File: src/rtl/reg_file_scb.sv
// Dual-write, multi-read register file with a per-register busy scoreboard and LC-3 style
// condition codes. Reads are combinational, with optional same-cycle forwarding of write data.
module reg_file_scb #(
  parameter int DATA_W   = 16,
  parameter int NUM_REGS = 8,
  parameter int NUM_RD   = 2,
  parameter int BYPASS   = 1,
  localparam int AW      = $clog2(NUM_REGS)
) (
  input  logic                     clk,
  input  logic                     reset,
  input  logic                     wr0_en,
  input  logic [AW-1:0]            wr0_addr,
  input  logic [DATA_W-1:0]        wr0_data,
  input  logic                     wr0_setcc,
  input  logic                     wr1_en,
  input  logic [AW-1:0]            wr1_addr,
  input  logic [DATA_W-1:0]        wr1_data,
  input  logic [NUM_RD*AW-1:0]     rd_addr,
  output logic [NUM_RD*DATA_W-1:0] rd_data,
  output logic [NUM_RD-1:0]        rd_busy,
  input  logic                     rsv_valid,
  input  logic [AW-1:0]            rsv_addr,
  output logic                     rsv_ready,
  output logic [2:0]               nzp
);

  logic [DATA_W-1:0] w_mem [NUM_REGS];
  logic [NUM_REGS-1:0] w_busy;
  logic              w_rsv_hit_wr;
  logic              w_rsv_take;
  logic [2:0]        r_nzp;

  // A write landing on the reserved register this cycle frees it, so the new
  // reservation can be granted in the same cycle (release-and-reserve).
  assign w_rsv_hit_wr = (wr0_en && (wr0_addr == rsv_addr)) ||
                        (wr1_en && (wr1_addr == rsv_addr));
  assign rsv_ready    = !w_busy[rsv_addr] || w_rsv_hit_wr;
  assign w_rsv_take   = rsv_valid && rsv_ready;

  genvar gi;
  generate
    for (gi = 0; gi < NUM_REGS; gi++) begin : g_reg
      logic              w_hit0;
      logic              w_hit1;
      logic              w_rsv_here;
      logic [DATA_W-1:0] r_data;
      logic              r_busy;

      assign w_hit0     = wr0_en && (wr0_addr == AW'(gi));
      assign w_hit1     = wr1_en && (wr1_addr == AW'(gi));
      assign w_rsv_here = w_rsv_take && (rsv_addr == AW'(gi));

      always_ff @(posedge clk or posedge reset) begin
        if (reset) begin
          r_data <= '0;
        end else if (w_hit1) begin
          r_data <= wr1_data;
        end else if (w_hit0) begin
          r_data <= wr0_data;
        end
      end

      // Reservation takes priority so a same-cycle write+reserve leaves the register busy.
      always_ff @(posedge clk or posedge reset) begin
        if (reset) begin
          r_busy <= 1'b0;
        end else if (w_rsv_here) begin
          r_busy <= 1'b1;
        end else if (w_hit0 || w_hit1) begin
          r_busy <= 1'b0;
        end
      end

      assign w_mem[gi]  = r_data;
      assign w_busy[gi] = r_busy;
    end

    for (gi = 0; gi < NUM_RD; gi++) begin : g_rd
      logic [AW-1:0]     w_raddr;
      logic [DATA_W-1:0] w_rdata;

      assign w_raddr = rd_addr[gi*AW +: AW];

      if (BYPASS != 0) begin : g_bypass
        always_comb begin
          w_rdata = w_mem[w_raddr];
          if (wr0_en && (wr0_addr == w_raddr)) begin
            w_rdata = wr0_data;
          end
          if (wr1_en && (wr1_addr == w_raddr)) begin
            w_rdata = wr1_data;
          end
        end
      end else begin : g_direct
        assign w_rdata = w_mem[w_raddr];
      end

      assign rd_data[gi*DATA_W +: DATA_W] = w_rdata;
      assign rd_busy[gi]                  = w_busy[w_raddr];
    end
  endgenerate

  always_ff @(posedge clk or posedge reset) begin
    if (reset) begin
      r_nzp <= 3'b010;
    end else if (wr0_en && wr0_setcc) begin
      if (wr0_data[DATA_W-1]) begin
        r_nzp <= 3'b100;
      end else if (wr0_data == '0) begin
        r_nzp <= 3'b010;
      end else begin
        r_nzp <= 3'b001;
      end
    end
  end

  assign nzp = r_nzp;

endmodule

File: config.mk
export PLATFORM = sky130hd
export DESIGN_NAME = reg_file_scb
export DESIGN_NICKNAME = d
export VERILOG_FILES = /design/src/rtl/reg_file_scb.sv
export SDC_FILE = /design/constraint.sdc
export NUM_CORES = 1
export LEC_CHECK = 0
export BUFFER_PORTS_ARGS = -buffer_cell sky130_fd_sc_hd__buf_2
export CORE_ASPECT_RATIO = 1.25
export CORE_UTILIZATION = 52
export CTS_CLUSTER_DIAMETER = 50
export DETAILED_ROUTE_END_ITERATION = 7
export PLACE_DENSITY_LB_ADDON = 0.05
export SYNTH_ARGS = -nofsm -noshare
export SYNTH_HDL_FRONTEND = slang
export SYNTH_SLANG_ARGS = --single-unit
File: constraint.sdc
create_clock -name clk -period 5.2 [get_ports clk]
set_clock_uncertainty 0.2 [all_clocks]
set_input_delay 0.26 -clock clk [delete_from_list [all_inputs] [get_ports clk]]
set_output_delay 0.26 -clock clk [all_outputs]
set_load 0.05 [all_outputs]
==> run_results.csv <==
group,metric,value,unit
detailed_routing,drt_iter0_drc,731,
critical_path,critical_path_buf_inv_count,2,
placement,detailedPlace.worstSlack,1.81,ns
synth,synth.avg_cell_area,10.1,sq um
critical_path,max_stage_delay,0.93,ns
finish,final_cell_mix,"138 x dfrtp_1, 132 x mux2i_1, 100 x nand2_1",
detailed_routing,num_vias,8063,
global_routing,grt_max_degree,103,
detailed_routing,ant_nets,0,
critical_path,cp_cell_sequence,"buf_2 > xnor2_1 > and4_1 > a211oi_1 > o31ai_1 > buf_2",
critical_path,rr_worst_depth,3,
synth,yosysSeqAreaShare,0.351,
timing,timing.final.crit_share,0.662,
timing,slew_headroom,0.243,
synth,synthesis.area,0.00991,sq mm
synth,postSynth.asyncResetShare,1.00,
timing,setup_viol,0,
critical_path,r2r_end,"g_reg[4].r_busy$_DFFE_PP0P_",
critical_path,worst_setup_path_endpoint,"rd_data[16]",
clocking,cts_buffer_depth,2,
critical_path,r2r_start,"g_reg[6].r_busy$_DFFE_PP0P_",
detailed_routing,drc,8,
outcome,violations,"design-rule violations",
timing,timing.hold.ws,0.0376,ns
finish,drive_gt1_frac,0.243,
detailed_routing,viasPerCell,6.42,
synth,yosysWarnings,0,
global_routing,grt_pass1_wl,49400,um
pwr,leakage,4.61,nW
outcome,status,"complete, but fails checks",
clocking,htreeDepth,4,
synth,synth-seq-cells,139,
pwr,p_total,4.15,mW
clocking,ctsResizeCount,0,
critical_path,crit_arrival,2.98,ns
job,max_cap_violations,0,
critical_path,worstPathRequired,4.74,ns
pwr,ir_worst_vdd,0.000251,V
detailed_routing,routed_wl,32200,um
floorplan,core,0.0187,sq mm
synth,syn_nets,1035,
critical_path,start_kind,"primary input",
timing,finalMaxSlewViolations,0,
critical_path,path_class,"primary input to output pin",
clocking,cts_tree,"yes",
critical_path,slowest_stage,"and4_1",
synth,synth_edf_count,0,
clocking,cts_inserted_buffers,17,
critical_path,cp-end-kind,"output pin",
placement,gp_congestion,0.846,
timing,fin_tns_setup,0,ns
critical_path,cp_num_cells,6,
critical_path,cp-startpoint,"rd_addr[3]",
placement,io_buffers,90,
floorplan,io_pins,91,
timing,hold_viol,0,
floorplan,start_util,0.530,
finish,nFillCells,1577,
synth,synth_cell_types,45,
clocking,post-cts-setup-buffers,0,
clocking,clkTransAtPathRegs,0.06,ns
critical_path,reg2reg_slack,3.63,ns
finish,mostFrequentLayoutCell,"dfrtp_1",
timing,fmax,291,MHz
clocking,hold_buffers,17,
floorplan,die_x,126,um
finish,nets,1063,
critical_path,crit_fanout,36,
timing,fin_ws,1.76,ns
critical_path,cpMostUsedCell,"buf_2",
global_routing,grt_overflow,0,
clocking,clkSinkCount,139,
floorplan,dieArea,0.0196,sq mm
synth,syn_inst,982,
detailed_routing,dr.pass1.iters,8,
placement,hpwlAfterDp,20300,um
finish,area_growth,10.8,%
global_routing,grt_use_total,0.342,
clocking,insertion_delay,0.42,ns
timing,fin_crit,3.44,ns
timing,tightest_slew,1.13,ns
timing,rsz0062_at_grt,"false",
min_path,hp-class,"primary input to flop",
critical_path,cp_top_family,"buffers and inverters",
detailed_routing,wl_per_cell,25.7,um
floorplan,die_h,156,um
global_routing,antenna_found_initial,0,
finish,post-route-util,0.587,
global_routing,grt_pass1_vias,7868,
pwr,powerDensity,378,mW/mm^2
synth,yosys_most_used_dff,"dfrtp_1",
finish,antennaDiodeCount,0,
clocking,cts-root-buf,"clkbuf_16",
floorplan,rows,56,
-- how the worst min path moves through the flow --
stage                                                 end  cells after the start                from
final                     g_reg[4].r_data[14]$_DFFE_PP0P_                      3        wr1_data[14]
after global routing      g_reg[1].r_data[14]$_DFFE_PP0P_                      3        wr1_data[14]
after CTS                 g_reg[4].r_data[14]$_DFFE_PP0P_                      3        wr1_data[14]
after detailed placement               nzp[1]$_DFFE_PP1P_                      2  nzp[1]$_DFFE_PP1P_
after global placement                 nzp[1]$_DFFE_PP1P_                      2  nzp[1]$_DFFE_PP1P_
after floorplan                        nzp[1]$_DFFE_PP1P_                      3        wr0_data[15]
-- cell type report --
cell class	instances	area, sq um	area share
flip-flops and latches	139	3480	0.317
inverters	2	12.5	0.00114
clock buffers	21	480	0.0437
repair buffers	131	801	0.0729
clock inverters	11	131	0.0120
well taps	232	290	0.0264
multi-input cells	719	5790	0.527
-- per-stage QoR --
stage,area [sq um],cells
after floorplan,9910,982
after global placement,10200,1206
after global routing,11000,1255
final,11000,1255
after detailed placement,10200,1206
after CTS,11000,1255
-- per-layer routing --
layer  vias to the layer above  GRT usage  share of wire
li1                       3620          -              -
met1                      4015      0.471           0.43
met2                       364      0.558           0.48
met3                        64     0.0431          0.059
met4                         0      0.121          0.029
met5                         -          0              0
-- power by group --
part,total [mW],leakage [nW],internal [mW],switching (mW)
clock network,1.28,0.293,0.764,0.515
registers,1.51,1.64,1.32,0.192
logic,1.36,2.67,0.577,0.781
-- worst min-delay path: cells and delay by family --
family / cells / cell delay (ns)
buffers and inverters: 1 / 0.20
AOI/OAI and AO/OA: 1 / 0.06
and+or+nand+nor: 1 / 0.09
-- synthesized netlist by cell type, types with 4 or more instances --
cell type | instances | share of area
dfrtp_1 | 138 | 0.35
mux2i_1 | 132 | 0.13
nand2_1 | 100 | 0.038
nor2_1 | 89 | 0.034
o21ai_1 | 80 | 0.040
a21oi_1 | 70 | 0.035
mux4_2 | 60 | 0.14
clkbuf_1 | 53 | 0.020
buf_2 | 31 | 0.016
nor2b_1 | 31 | 0.020
a211oi_2 | 19 | 0.024
buf_4 | 18 | 0.014
xnor2_1 | 18 | 0.016
o21ai_0 | 15 | 0.0076
a211oi_1 | 13 | 0.0098
buf_6 | 11 | 0.012
o31ai_2 | 10 | 0.013
nand4_1 | 8 | 0.0050
nor3_1 | 8 | 0.0040
a32o_1 | 6 | 0.0061
buf_1 | 6 | 0.0023
nand4b_1 | 6 | 0.0053
o31ai_1 | 6 | 0.0045
mux2_1 | 5 | 0.0057
nand3_1 | 4 | 0.0020
nor3b_2 | 4 | 0.0050
nor4_1 | 4 | 0.0025
-- cells by family (layout without fill, tap and decap cells) --
kind of cell,Yosys count,count (layout),share of synthesized area
flops,139,139,0.351
xor+xnor,18,18,0.0159
compound gates,231,231,0.151
buf+inv,124,165,0.0697
simple gates,267,267,0.126
mux,203,203,0.287
-- registers in the layout, summed over array words and instances (netlist names) --
signal	flops
g.r_busy	8
g.r_data	128
nzp	3
Note: power is estimated with default switching activity, not from simulation.
